[config.mk]
export PLATFORM = sky130hd
export DESIGN_NAME = if_fetch_stage_flat
export DESIGN_NICKNAME = d
export VERILOG_FILES = /design/src/rtl/mips_defs_pkg.sv /design/src/rtl/if_fetch_stage_if.sv /design/src/rtl/if_fetch_stage_if_id_reg.sv /design/src/rtl/if_fetch_stage.sv /design/src/flat_wrapper.sv
export SDC_FILE = /design/constraint.sdc
export NUM_CORES = 1
export LEC_CHECK = 0
export CAP_MARGIN = 20
export CORE_MARGIN = 2
export CORE_UTILIZATION = 40
export DETAILED_ROUTE_END_ITERATION = 8
export MAX_ROUTING_LAYER = met4
export PLACE_DENSITY_LB_ADDON = 0.12
export REMOVE_ABC_BUFFERS = 1
export SETUP_SLACK_MARGIN = 0.05
export SYNTH_ARGS = -nofsm -noshare
export SYNTH_HDL_FRONTEND = slang
export SYNTH_SLANG_ARGS = --single-unit
[constraint.sdc]
create_clock -name clk -period 3.4 [get_ports clk]
set_clock_uncertainty 0.05 [all_clocks]
set_input_delay 0.85 -clock clk [delete_from_list [all_inputs] [get_ports clk]]
set_output_delay 0.85 -clock clk [all_outputs]
set_load 0.05 [all_outputs]
[src/rtl/mips_defs_pkg.sv]
// Shared core definitions: datapath widths, reset PC, bubble encoding and
// the fetch-stage state type.
package mips_defs_pkg;

  localparam int INST_W = 32;
  localparam int ADDR_W = 32;

  localparam logic [ADDR_W-1:0] RESET_PC_DEFAULT = 32'h0000_0000;
  localparam logic [INST_W-1:0] NOP_INST         = 32'h0000_0000;

  typedef enum logic [1:0] {
    REQ  = 2'd0,
    WAIT = 2'd1,
    HOLD = 2'd2,
    DROP = 2'd3
  } if_state_t;

endpackage

[src/rtl/if_fetch_stage_if.sv]
// Instruction-memory request/response bus: one request in flight,
// req/gnt handshake for the address, rvalid qualifies returned data.
interface if_fetch_stage_if;
  import mips_defs_pkg::*;

  logic              req;
  logic [ADDR_W-1:0] addr;
  logic              gnt;
  logic              rvalid;
  logic [INST_W-1:0] rdata;

  modport master (output req, addr, input gnt, rvalid, rdata);
  modport slave  (input req, addr, output gnt, rvalid, rdata);

endinterface

[src/rtl/if_fetch_stage_if_id_reg.sv]
// IF/ID pipeline register. Priority: rst > flush > stall > load > bubble.
module if_id_reg
  import mips_defs_pkg::*;
(
  input  logic              clk,
  input  logic              rst,
  input  logic              flush,
  input  logic              stall,
  input  logic              load,
  input  logic [ADDR_W-1:0] load_pc,
  input  logic [INST_W-1:0] load_inst,
  output logic              valid,
  output logic [ADDR_W-1:0] pc,
  output logic [INST_W-1:0] inst
);

  // Register the pc/inst pair, holding under stall and inserting a bubble otherwise.
  always_ff @(posedge clk) begin
    if (rst || flush) begin
      valid <= 1'b0;
      pc    <= '0;
      inst  <= NOP_INST;
    end else if (stall) begin
      valid <= valid;
      pc    <= pc;
      inst  <= inst;
    end else if (load) begin
      valid <= 1'b1;
      pc    <= load_pc;
      inst  <= load_inst;
    end else begin
      valid <= 1'b0;
      pc    <= '0;
      inst  <= NOP_INST;
    end
  end

endmodule

[src/rtl/if_fetch_stage.sv]
// Instruction fetch stage: owns the PC, issues one outstanding imem request,
// parks a response in a one-entry skid while decode stalls, and feeds IF/ID.
//
//  state | meaning
//  ------+-----------------------------------------------------------------
//  REQ   | request asserted at pc, waiting for gnt
//  WAIT  | request accepted, waiting for rvalid
//  HOLD  | response parked in skid because decode is stalled
//  DROP  | squashed request still in flight, its response will be discarded
module if_fetch_stage
  import mips_defs_pkg::*;
#(
  parameter logic [ADDR_W-1:0] RESET_PC = RESET_PC_DEFAULT,
  parameter int unsigned       PC_STEP  = 4
) (
  input  logic                 clk,
  input  logic                 rst,
  input  logic                 stall_i,
  input  logic                 flush_i,
  input  logic [ADDR_W-1:0]    flush_pc_i,
  if_fetch_stage_if.master     imem,
  output logic                 if_valid_o,
  output logic [ADDR_W-1:0]    if_pc_o,
  output logic [INST_W-1:0]    if_inst_o
);

  localparam logic [ADDR_W-1:0] STEP = ADDR_W'(PC_STEP);

  if_state_t         state, state_nxt;
  logic [ADDR_W-1:0] pc, pc_nxt;
  logic [ADDR_W-1:0] req_pc, req_pc_nxt;
  logic [ADDR_W-1:0] skid_pc, skid_pc_nxt;
  logic [INST_W-1:0] skid_inst, skid_inst_nxt;
  logic              skid_valid, skid_valid_nxt;
  logic              load;
  logic [ADDR_W-1:0] load_pc;
  logic [INST_W-1:0] load_inst;

  // Request is held low while in reset so the first req appears the cycle after release.
  assign imem.req  = (state == REQ) && !rst;
  assign imem.addr = pc;

  // State, PC and skid registers.
  always_ff @(posedge clk) begin
    if (rst) begin
      state      <= REQ;
      pc         <= RESET_PC;
      req_pc     <= RESET_PC;
      skid_pc    <= '0;
      skid_inst  <= NOP_INST;
      skid_valid <= 1'b0;
    end else begin
      state      <= state_nxt;
      pc         <= pc_nxt;
      req_pc     <= req_pc_nxt;
      skid_pc    <= skid_pc_nxt;
      skid_inst  <= skid_inst_nxt;
      skid_valid <= skid_valid_nxt;
    end
  end

  // Next-state, PC update and IF/ID load selection; a flush overrides all of it.
  always_comb begin
    state_nxt      = state;
    pc_nxt         = pc;
    req_pc_nxt     = req_pc;
    skid_pc_nxt    = skid_pc;
    skid_inst_nxt  = skid_inst;
    skid_valid_nxt = skid_valid;
    load           = 1'b0;
    load_pc        = req_pc;
    load_inst      = imem.rdata;

    unique case (state)
      REQ: begin
        if (imem.gnt) begin
          req_pc_nxt = pc;
          state_nxt  = WAIT;
        end
      end
      WAIT: begin
        if (imem.rvalid) begin
          pc_nxt = req_pc + STEP;
          if (stall_i) begin
            skid_pc_nxt    = req_pc;
            skid_inst_nxt  = imem.rdata;
            skid_valid_nxt = 1'b1;
            state_nxt      = HOLD;
          end else begin
            load      = 1'b1;
            state_nxt = REQ;
          end
        end
      end
      HOLD: begin
        if (!stall_i) begin
          load           = 1'b1;
          load_pc        = skid_pc;
          load_inst      = skid_inst;
          skid_valid_nxt = 1'b0;
          state_nxt      = REQ;
        end
      end
      DROP: begin
        if (imem.rvalid) state_nxt = REQ;
      end
      default: state_nxt = REQ;
    endcase

    if (flush_i) begin
      pc_nxt         = flush_pc_i;
      skid_valid_nxt = 1'b0;
      load           = 1'b0;
      unique case (state)
        REQ:     state_nxt = imem.gnt    ? DROP : REQ;
        WAIT:    state_nxt = imem.rvalid ? REQ  : DROP;
        HOLD:    state_nxt = REQ;
        // A response landing in the flush cycle retires the squashed request;
        // staying in DROP would then wait for a response that never comes.
        DROP:    state_nxt = imem.rvalid ? REQ  : DROP;
        default: state_nxt = REQ;
      endcase
    end
  end

  if_id_reg u_if_id_reg (
    .clk       (clk),
    .rst       (rst),
    .flush     (flush_i),
    .stall     (stall_i),
    .load      (load),
    .load_pc   (load_pc),
    .load_inst (load_inst),
    .valid     (if_valid_o),
    .pc        (if_pc_o),
    .inst      (if_inst_o)
  );

endmodule

[src/flat_wrapper.sv]
// flat-port wrapper written by rule: the top's interface ports become plain ports
module if_fetch_stage_flat import mips_defs_pkg::*;
#(
  parameter logic [ADDR_W-1:0] RESET_PC = RESET_PC_DEFAULT,
  parameter int unsigned       PC_STEP  = 4
)
  (clk, rst, stall_i, flush_i, flush_pc_i, if_valid_o, if_pc_o, if_inst_o, imem_req, imem_addr, imem_gnt, imem_rvalid, imem_rdata);
  if_fetch_stage_if imem_i ();
  input  logic clk;
  input  logic rst;
  input  logic stall_i;
  input  logic flush_i;
  input  logic [ADDR_W-1:0] flush_pc_i;
  output logic if_valid_o;
  output logic [ADDR_W-1:0] if_pc_o;
  output logic [INST_W-1:0] if_inst_o;
  output wire logic [$bits(imem_i.req)-1:0] imem_req;
  output wire logic [$bits(imem_i.addr)-1:0] imem_addr;
  input wire logic [$bits(imem_i.gnt)-1:0] imem_gnt;
  input wire logic [$bits(imem_i.rvalid)-1:0] imem_rvalid;
  input wire logic [$bits(imem_i.rdata)-1:0] imem_rdata;
  assign imem_req = imem_i.req;
  assign imem_addr = imem_i.addr;
  assign imem_i.gnt = imem_gnt;
  assign imem_i.rvalid = imem_rvalid;
  assign imem_i.rdata = imem_rdata;
  if_fetch_stage #(.RESET_PC(RESET_PC), .PC_STEP(PC_STEP)) u_core (.clk(clk), .rst(rst), .stall_i(stall_i), .flush_i(flush_i), .flush_pc_i(flush_pc_i), .imem(imem_i), .if_valid_o(if_valid_o), .if_pc_o(if_pc_o), .if_inst_o(if_inst_o));
endmodule
==> flow_summary_export.csv, run 1 <==
group,metric,value,unit
synthesis,yosys_most_used_dff,"dfxtp_1",
placed_design,dpl.hpwl,14800,um
power_and_ir_drop,cellLeakagePower,3.60,nW
setup_path,cp-start-kind,"flip-flop",
flow_run,drv_cap,0,
synthesis,yosys_register_bits,195,
cts,postCtsSetupBuffers,0,
grt,grt_pass1_wl,38300,um
power_and_ir_drop,ir_worst_vdd,305,uV
die,ios,168,
sta,setup_viol,0,
synthesis,ys_warn_count,0,
power_and_ir_drop,pwr-share-comb,0.131,
cts,root_buffer,"clkbuf_16",
die,die-height,149,um
synthesis,async_reset_ff_frac,0,
sta,setup_slack,0.369,ns
grt,grt_overflow_total,0,
synthesis,synth-edff-count,0,
grt,first_global_vias,7242,
sta,timing.slew.headroom,0.523,
final_layout,final_layout_size_suffix_gt1_frac,0.112,
sta,worst_pin_slew,0.716,ns
drt,via_count,7404,
synthesis,synth_cell_types,47,
status,outcome,"complete, no violations",
cts,numCtsBuffers,17,
placed_design,io_buffer_count,167,
die,die_area,22100,um2
cts,cts_resized,0,
sta,fmax,330,MHz
cts,cts_buffer_depth,2,
setup_path,r2r_start,"u_core.req_pc[2]",
setup_path,critPathKind,"reg2out",
synthesis,syn_inst,1027,
cts,insertion_delay,0.43,ns
final_layout,layout_commonest_cell,"nand2_1",
die,die_x,149,um
drt,drt_iter0_drc,397,
drt,drtPass1Iterations,4,
placed_design,gp_congestion,0.796,
drt,wl_per_cell,16.8,um
sta,final_hold_viol_count,0,
drt,viasPerCell,5.20,
drt,final_antenna_net_count,0,
setup_path,endpoint_kind,"output pin",
cts,clk_pin_slew_worst_paths,0.07,ns
sta,slew_viol_final,0,
cts,hold_buffers,0,
sta,rsz0062_at_grt,"false",
setup_path,cp_max_fo,5,
die,core_area,20400,um2
sta,post-route-period-util,0.891,
die,start_util,0.410,
cts,cts.sinks,195,
grt,antenna_found_initial,0,
synthesis,synth_area_per_cell,8.17,um2
final_layout,synthToLayoutAreaGrowth,29.4,%
power_and_ir_drop,power_per_cell_area,478,nW/um2
power_and_ir_drop,sequentialPowerShare,0.462,
setup_path,worst-endpoint-required,2.50,ns
hold_path,hp-start,"u_core.skid_pc[31]",
sta,finalSetupTns,0,ns
power_and_ir_drop,switching_power,1.38,mW
grt,grt_max_degree,132,
grt,grt_util_all_layers,0.225,
cts,cts_tree,"yes",
sta,layout_min_cycle_time,3.03,ns
power_and_ir_drop,switching_share,0.267,
power_and_ir_drop,p_int,3.80,mW
drt,drc_errors,0,
setup_path,crit_arrival,2.13,ns
drt,route.final.wire_length,24000,um
hold_path,worstHoldPathType,"reg2reg",
setup_path,crit_start,"u_core.state[0]",
synthesis,syn_area,8390,um2
power_and_ir_drop,p_clk_frac,0.407,
cts,h-tree-depth,4,
final_layout,nNetsFinal,1218,
placed_design,dp_slack,0.614,ns
setup_path,r2r_slack,1.08,ns
final_layout,most-common-layout-cells,"nand2_1, dfxtp_1, clkdlybuf4s50_1",
final_layout,num_antenna_cells,0,
die,rows,52,
synthesis,ys_seq_area_frac,0.466,
power by group through the flow:
stage	logic, mW	registers, mW	clock network [mW]
after floorplan	0.277	2.52	0
after global placement	0.678	2.45	0
after detailed placement	0.679	2.45	0
after CTS	0.682	2.40	2.16
after global routing	0.732	2.40	2.25
final	0.679	2.40	2.11
routing by layer:
metal / vias to the layer above / part of all wire / GRT usage
met4: 0 / 0.016 / 0.0714
met3: 22 / 0.040 / 0.0346
met1: 3507 / 0.47 / 0.295
met2: 157 / 0.47 / 0.359
met5: - / 0 / -
li1: 3718 / - / -
cell usage after synthesis, drive strengths merged, types with 3 or more instances:
cell type | n | area (um2)
nand2 | 243 | 912
buf | 21 | 110
nand3 | 10 | 55.1
nor4 | 6 | 43.8
nor3 | 10 | 70.1
and2 | 4 | 25.0
dfxtp | 195 | 3900
ha | 6 | 75.1
a211oi | 4 | 35.0
a221oi | 5 | 43.8
and3 | 3 | 18.8
inv | 8 | 30.0
o22ai | 16 | 100
nand4 | 6 | 43.8
mux2 | 61 | 687
and4 | 3 | 26.3
or3 | 4 | 26.3
xnor2 | 15 | 131
nor2 | 110 | 413
nor2b | 3 | 18.8
o21ai | 12 | 60.1
a21oi | 128 | 641
clkbuf | 69 | 259
a22oi | 64 | 480
xor2 | 8 | 70.1
state kept, by name, summed over array words and instances, names as in the netlist:
| name | cells |
|---|---|
| u_core.state | 2 |
| u_core.u_if_id_reg.pc | 32 |
| u_core.skid_inst | 32 |
| u_core.u_if_id_reg.valid | 1 |
| u_core.u_if_id_reg.inst | 32 |
| u_core.imem.addr | 32 |
| u_core.skid_pc | 32 |
| u_core.req_pc | 32 |
worst max-delay path, stage by stage (launching register included):
cell	delay, ns
dfxtp_1	0.34
inv_1	0.16
ha_1	0.24
nor2b_1	0.15
clkdlybuf4s50_1	0.80
through the flow:
stage	power [mW]	utilization	hold slack, ns	area (um2)	std cells
finish	5.19	0.531	0.404	10900	1425
global route	5.38	0.531	0.416	10900	1425
CTS	5.23	0.531	0.404	10900	1425
detailed placement	3.13	0.501	0.393	10200	1393
global placement	3.13	0.501	0.388	10200	1393
floorplan	2.80	-	0.377	8020	937
cell type report:
class                   count  area [um2]
flip-flops and latches    195        3900
clock buffers              19         443
multi-input cells         734        4110
well taps                 270         338
repair buffers            186        1860
clock inverters            13         169
fillers                  1996        9580
inverters                   8        30.0
final timing paths:
kind | end | cells after the start
max | imem_req | 4
min | u_core.skid_pc[31] | 2
max reg2reg | u_core.imem.addr[20] | 6
min reg2reg | u_core.skid_pc[31] | 2
logic make-up after synthesis:
logic type	share of synthesized area
flops	0.466
mux	0.0819
compound gates	0.170
xor+xnor	0.0240
simple gates	0.202
buf+inv	0.0476
fa+ha+maj	0.00895
Note: power is estimated with default switching activity, not from simulation.
==> run 2, diff against run 1 <==
==> constraint.sdc (replaced) <==
create_clock -name clk -period 2.5 [get_ports clk]
set_clock_uncertainty 0.05 [all_clocks]
set_input_delay 0.625 -clock clk [delete_from_list [all_inputs] [get_ports clk]]
set_output_delay 0.625 -clock clk [all_outputs]
set_load 0.05 [all_outputs]
==> flow_summary_export.csv, run 2 (synthesis gave the netlist of run 1 again) <==
group,metric,value,unit
final_layout,num_antenna_cells,0,
grt,first_global_vias,7135,
setup_path,crit_slowest_cell,"clkdlybuf4s50_1",
sta,post-route-period-util,0.936,
drt,via_count,7506,
placed_design,dpl.cell_count,1405,
sta,final_hold_viol_count,0,
final_layout,final_cell_count_no_fill,1437,
cts,clk_pin_slew_worst_paths,0.07,ns
grt,grt_max_degree,68,
sta,rsz0062_at_grt,"false",
cts,h-tree-depth,4,
setup_path,endpoint_kind,"output pin",
drt,drt_iter0_drc,375,
setup_path,worst-endpoint-required,1.82,ns
final_layout,nNetsFinal,1230,
cts,insertion_delay,0.43,ns
power_and_ir_drop,cellLeakagePower,3.67,nW
status,outcome,"complete, no violations",
grt,grt_pass1_wl,37800,um
cts,numCtsBuffers,17,
cts,cts_tree,"yes",
placed_design,gp_congestion,0.796,
drt,final_antenna_net_count,0,
sta,whs,0.402,ns
flow_run,drv_cap,0,
die,ios,168,
placed_design,io_buffer_count,167,
cts,root_buffer,"clkbuf_16",
sta,slew_viol_final,0,
die,core_area,20400,um2
drt,wl_per_cell,16.9,um
cts,cts_resized,0,
setup_path,critPathKind,"reg2out",
setup_path,crit_arrival,1.67,ns
hold_path,worstHoldPathType,"reg2reg",
cts,postCtsSetupBuffers,0,
drt,drc_errors,0,
final_layout,nFillCells,1974,
setup_path,max_stage_delay,0.83,ns
grt,antenna_found_initial,0,
sta,timing.slew.headroom,0.614,
final_layout,final_layout_size_suffix_gt1_frac,0.122,
final_layout,layout_commonest_cell,"nand2_1",
cts,cts.sinks,195,
die,die_x,149,um
setup_path,critPathTopFamily,"buffers and inverters",
sta,fmax,427,MHz
sta,worst_pin_slew,0.577,ns
power_and_ir_drop,ir_worst_vdd,410,uV
power_and_ir_drop,power_per_cell_area,644,nW/um2
setup_path,cp-start-kind,"flip-flop",
setup_path,critical_path.cell_chain,"clkdlybuf4s50_1",
grt,grt_util_all_layers,0.224,
final_layout,most-common-layout-cells,"nand2_1, dfxtp_1, clkdlybuf4s50_1",
placed_design,dp_slack,0.0593,ns
final_layout,fin_util,0.537,
die,start_util,0.410,
die,die-height,149,um
placed_design,dpl.hpwl,15500,um
setup_path,cp_num_buf_inv,1,
sta,setup_viol,0,
drt,drtPass1Iterations,5,
sta,layout_min_cycle_time,2.34,ns
grt,grt_overflow_total,0,
sta,finalSetupTns,0,ns
die,die_area,22100,um2
final_layout,synthToLayoutAreaGrowth,30.8,%
cts,cts_buffer_depth,2,
drt,route.final.wire_length,24300,um
setup_path,cp_max_fo,3,
drt,viasPerCell,5.22,
cts,hold_buffers,0,
sta,setup_slack,0.159,ns
die,rows,52,
-- run 2: routing by layer --
metal,wire [um],vias up,track usage
met5,0,-,-
met4,239,0,0.0500
met3,1130,15,0.0404
met2,11600,180,0.370
met1,11300,3561,0.288
li1,-,3750,-
-- run 2: stage by stage --
| step | instance area (um2) | power, mW |
|---|---|---|
| 2_1_floorplan | 8020 | 3.80 |
| 3_3_place_gp | 10400 | 4.26 |
| 3_5_place_dp | 10400 | 4.27 |
| 4_1_cts | 11000 | 7.13 |
| 5_1_grt | 11000 | 7.32 |
| 6_report | 11000 | 7.07 |
-- run 2: path summary, 6_finish.rpt --
kind                                            from                   end  slack (ns)  cells after the start
worst max-delay path            u_core.imem.addr[12]         imem_addr[12]        0.16                      1
worst min-delay path              u_core.skid_pc[12]    u_core.skid_pc[12]        0.40                      2
worst max register to register      u_core.req_pc[3]  u_core.imem.addr[20]        0.31                      6
worst min register to register    u_core.skid_pc[12]    u_core.skid_pc[12]        0.40                      2
-- run 2: area by class of cell --
cell class | count | area [um2] | share of cell area
clock buffer | 19 | 443 | 0.0404
sequential | 195 | 3900 | 0.356
inverter | 8 | 30.0 | 0.00274
timing repair buffer | 198 | 1980 | 0.180
tap | 270 | 338 | 0.0308
multi-input combinational | 734 | 4110 | 0.374
clock inverter | 13 | 173 | 0.0157
-- run 2: power by group --
part / switching, mW / internal (mW)
combinational: 0.559 / 0.385
sequential: 0.0729 / 3.18
clock: 1.25 / 1.62
total: 1.88 / 5.19
==> run 3, diff against run 2 <==
--- a/config.mk
+++ b/config.mk
@@ -9,6 +9,7 @@
 export CORE_MARGIN = 2
 export CORE_UTILIZATION = 40
 export DETAILED_ROUTE_END_ITERATION = 8
+export GPL_TIMING_DRIVEN = 0
 export MAX_ROUTING_LAYER = met4
 export PLACE_DENSITY_LB_ADDON = 0.12
 export REMOVE_ABC_BUFFERS = 1
==> flow_summary_export.csv, run 3 (synthesis gave the netlist of run 1 again) <==
group,metric,value,unit
status,outcome,"complete, no violations",
power_and_ir_drop,sequentialPowerShare,0.459,
placed_design,dpl.hpwl,14400,um
cts,root_buffer,"clkbuf_16",
power_and_ir_drop,power,7.10,mW
die,start_util,0.410,
placed_design,io_buffer_count,167,
sta,finalSetupTns,0,ns
final_layout,synthToLayoutAreaGrowth,31.0,%
cts,cts_tree,"yes",
cts,numCtsBuffers,17,
placed_design,dpl.cell_count,1388,
drt,drc_errors,0,
setup_path,cp_max_fo,5,
drt,wl_met2,11900,um
grt,antenna_found_initial,0,
sta,slew_viol_final,0,
setup_path,critPathTopFamily,"flip-flops",
grt,grt_pass1_wl,38000,um
die,rows,52,
cts,h-tree-depth,4,
drt,drtPass1Iterations,5,
drt,viasPerCell,5.23,
drt,met3WireLength,1230,um
die,die_area,22100,um2
sta,setup_viol,0,
sta,final_hold_viol_count,0,
final_layout,fin_util,0.538,
power_and_ir_drop,p_clk_frac,0.404,
grt,grt_util_all_layers,0.225,
power_and_ir_drop,power_per_cell_area,646,nW/um2
final_layout,num_antenna_cells,0,
final_layout,most-common-layout-cells,"nand2_1, dfxtp_1, clkdlybuf4s50_1",
setup_path,cp_num_buf_inv,2,
cts,cts_buffer_depth,2,
cts,cts.sinks,195,
cts,hold_buffers,0,
setup_path,endpoint_kind,"output pin",
hold_path,worstHoldPathType,"reg2reg",
power_and_ir_drop,pwr-share-comb,0.137,
drt,final_antenna_net_count,0,
drt,drt_iter0_drc,490,
final_layout,nFillCells,1986,
grt,first_global_vias,7044,
sta,post-route-period-util,0.939,
sta,timing.slew.headroom,0.378,
setup_path,r2r_slack,0.19,ns
setup_path,critical_path.cell_chain,"inv_1, ha_1, nor2b_1, buf_2",
setup_path,critPathKind,"reg2out",
drt,via_count,7469,
drt,top_layer,"met4",
final_layout,layout_commonest_cell,"nand2_1",
final_layout,final_cell_count_no_fill,1427,
setup_path,crit_slowest_cell,"dfxtp_1",
drt,wl_met1,11200,um
setup_path,cp-start-kind,"flip-flop",
flow_run,drv_cap,0,
die,die-height,149,um
power_and_ir_drop,switching_power,1.91,mW
sta,worst_pin_slew,0.933,ns
cts,insertion_delay,0.43,ns
sta,fmax,426,MHz
cts,clk_pin_slew_worst_paths,0.07,ns
die,die_x,149,um
drt,route.final.wire_length,24600,um
final_layout,nNetsFinal,1220,
power_and_ir_drop,switching_share,0.269,
setup_path,worst-endpoint-required,1.82,ns
drt,wl_per_cell,17.2,um
setup_path,max_stage_delay,0.47,ns
final_layout,final_layout_size_suffix_gt1_frac,0.118,
power_and_ir_drop,ir_worst_vdd,383,uV
power_and_ir_drop,cellLeakagePower,3.65,nW
die,core_area,20400,um2
grt,grt_max_degree,79,
placed_design,gp_congestion,0.784,
power_and_ir_drop,p_int,5.19,mW
die,ios,168,
grt,grt_overflow_total,0,
sta,rsz0062_at_grt,"false",
sta,layout_min_cycle_time,2.35,ns
setup_path,crit_arrival,1.67,ns
-- run 3: routing by layer --
layer / GRT usage / vias up
li1: - / 3730
met1: 0.284 / 3538
met2: 0.367 / 181
met3: 0.0462 / 20
met4: 0.0624 / 0
met5: - / -
-- run 3: what timing repair did --
action | CTS | global route
buffers inserted | 4 | 2
gates cloned | 0 | 1
setup endpoints to repair | 143 | 59
resized for setup | 7 | 9
pin swaps | 2 | 0
-- run 3: worst paths after layout --
kind,start,to,depth (start not counted)
worst min register to register,u_core.skid_pc[9],u_core.skid_pc[9],2
worst max register to register,u_core.state[1],u_core.skid_inst[19],7
worst min-delay path,u_core.skid_pc[9],u_core.skid_pc[9],2
worst max-delay path,u_core.state[1],imem_req,4
-- run 3: power by group through the flow --
stage | registers [mW] | logic, mW | clock network [mW]
global route | 3.27 | 1.04 | 3.07
global placement | 3.32 | 0.905 | 0
finish | 3.26 | 0.974 | 2.87
detailed placement | 3.33 | 0.932 | 0
floorplan | 3.43 | 0.377 | 0
CTS | 3.25 | 0.968 | 2.93
-- run 3: layout make-up --
class,instances,area [um2],share of cell area
timing repair buffer,187,1940,0.177
clock buffer,19,443,0.0403
multi-input combinational,735,4160,0.379
inverter,8,30.0,0.00273
clock inverter,13,174,0.0158
tap,270,338,0.0307
sequential,195,3900,0.355
-- run 3: worst reg2reg max path, cell delays in order (launching register included) --
cell and delay [ns]:
dfxtp_1 0.47, inv_1 0.15, ha_4 0.20, and2_4 0.16, buf_4 0.22, nand2_4 0.66, nand2_1 0.16, a21oi_1 0.16
-- run 3: per-stage QoR --
| step | worst slack [ns] | hold slack (ns) | area [um2] |
|---|---|---|---|
| after floorplan | -5.18 | 0.377 | 8020 |
| after global placement | -11.44 | 0.388 | 10000 |
| after detailed placement | -1.42 | 0.393 | 10200 |
| after CTS | 0.0734 | 0.404 | 10900 |
| after global routing | 0.0589 | 0.419 | 11000 |
| final | 0.153 | 0.402 | 11000 |
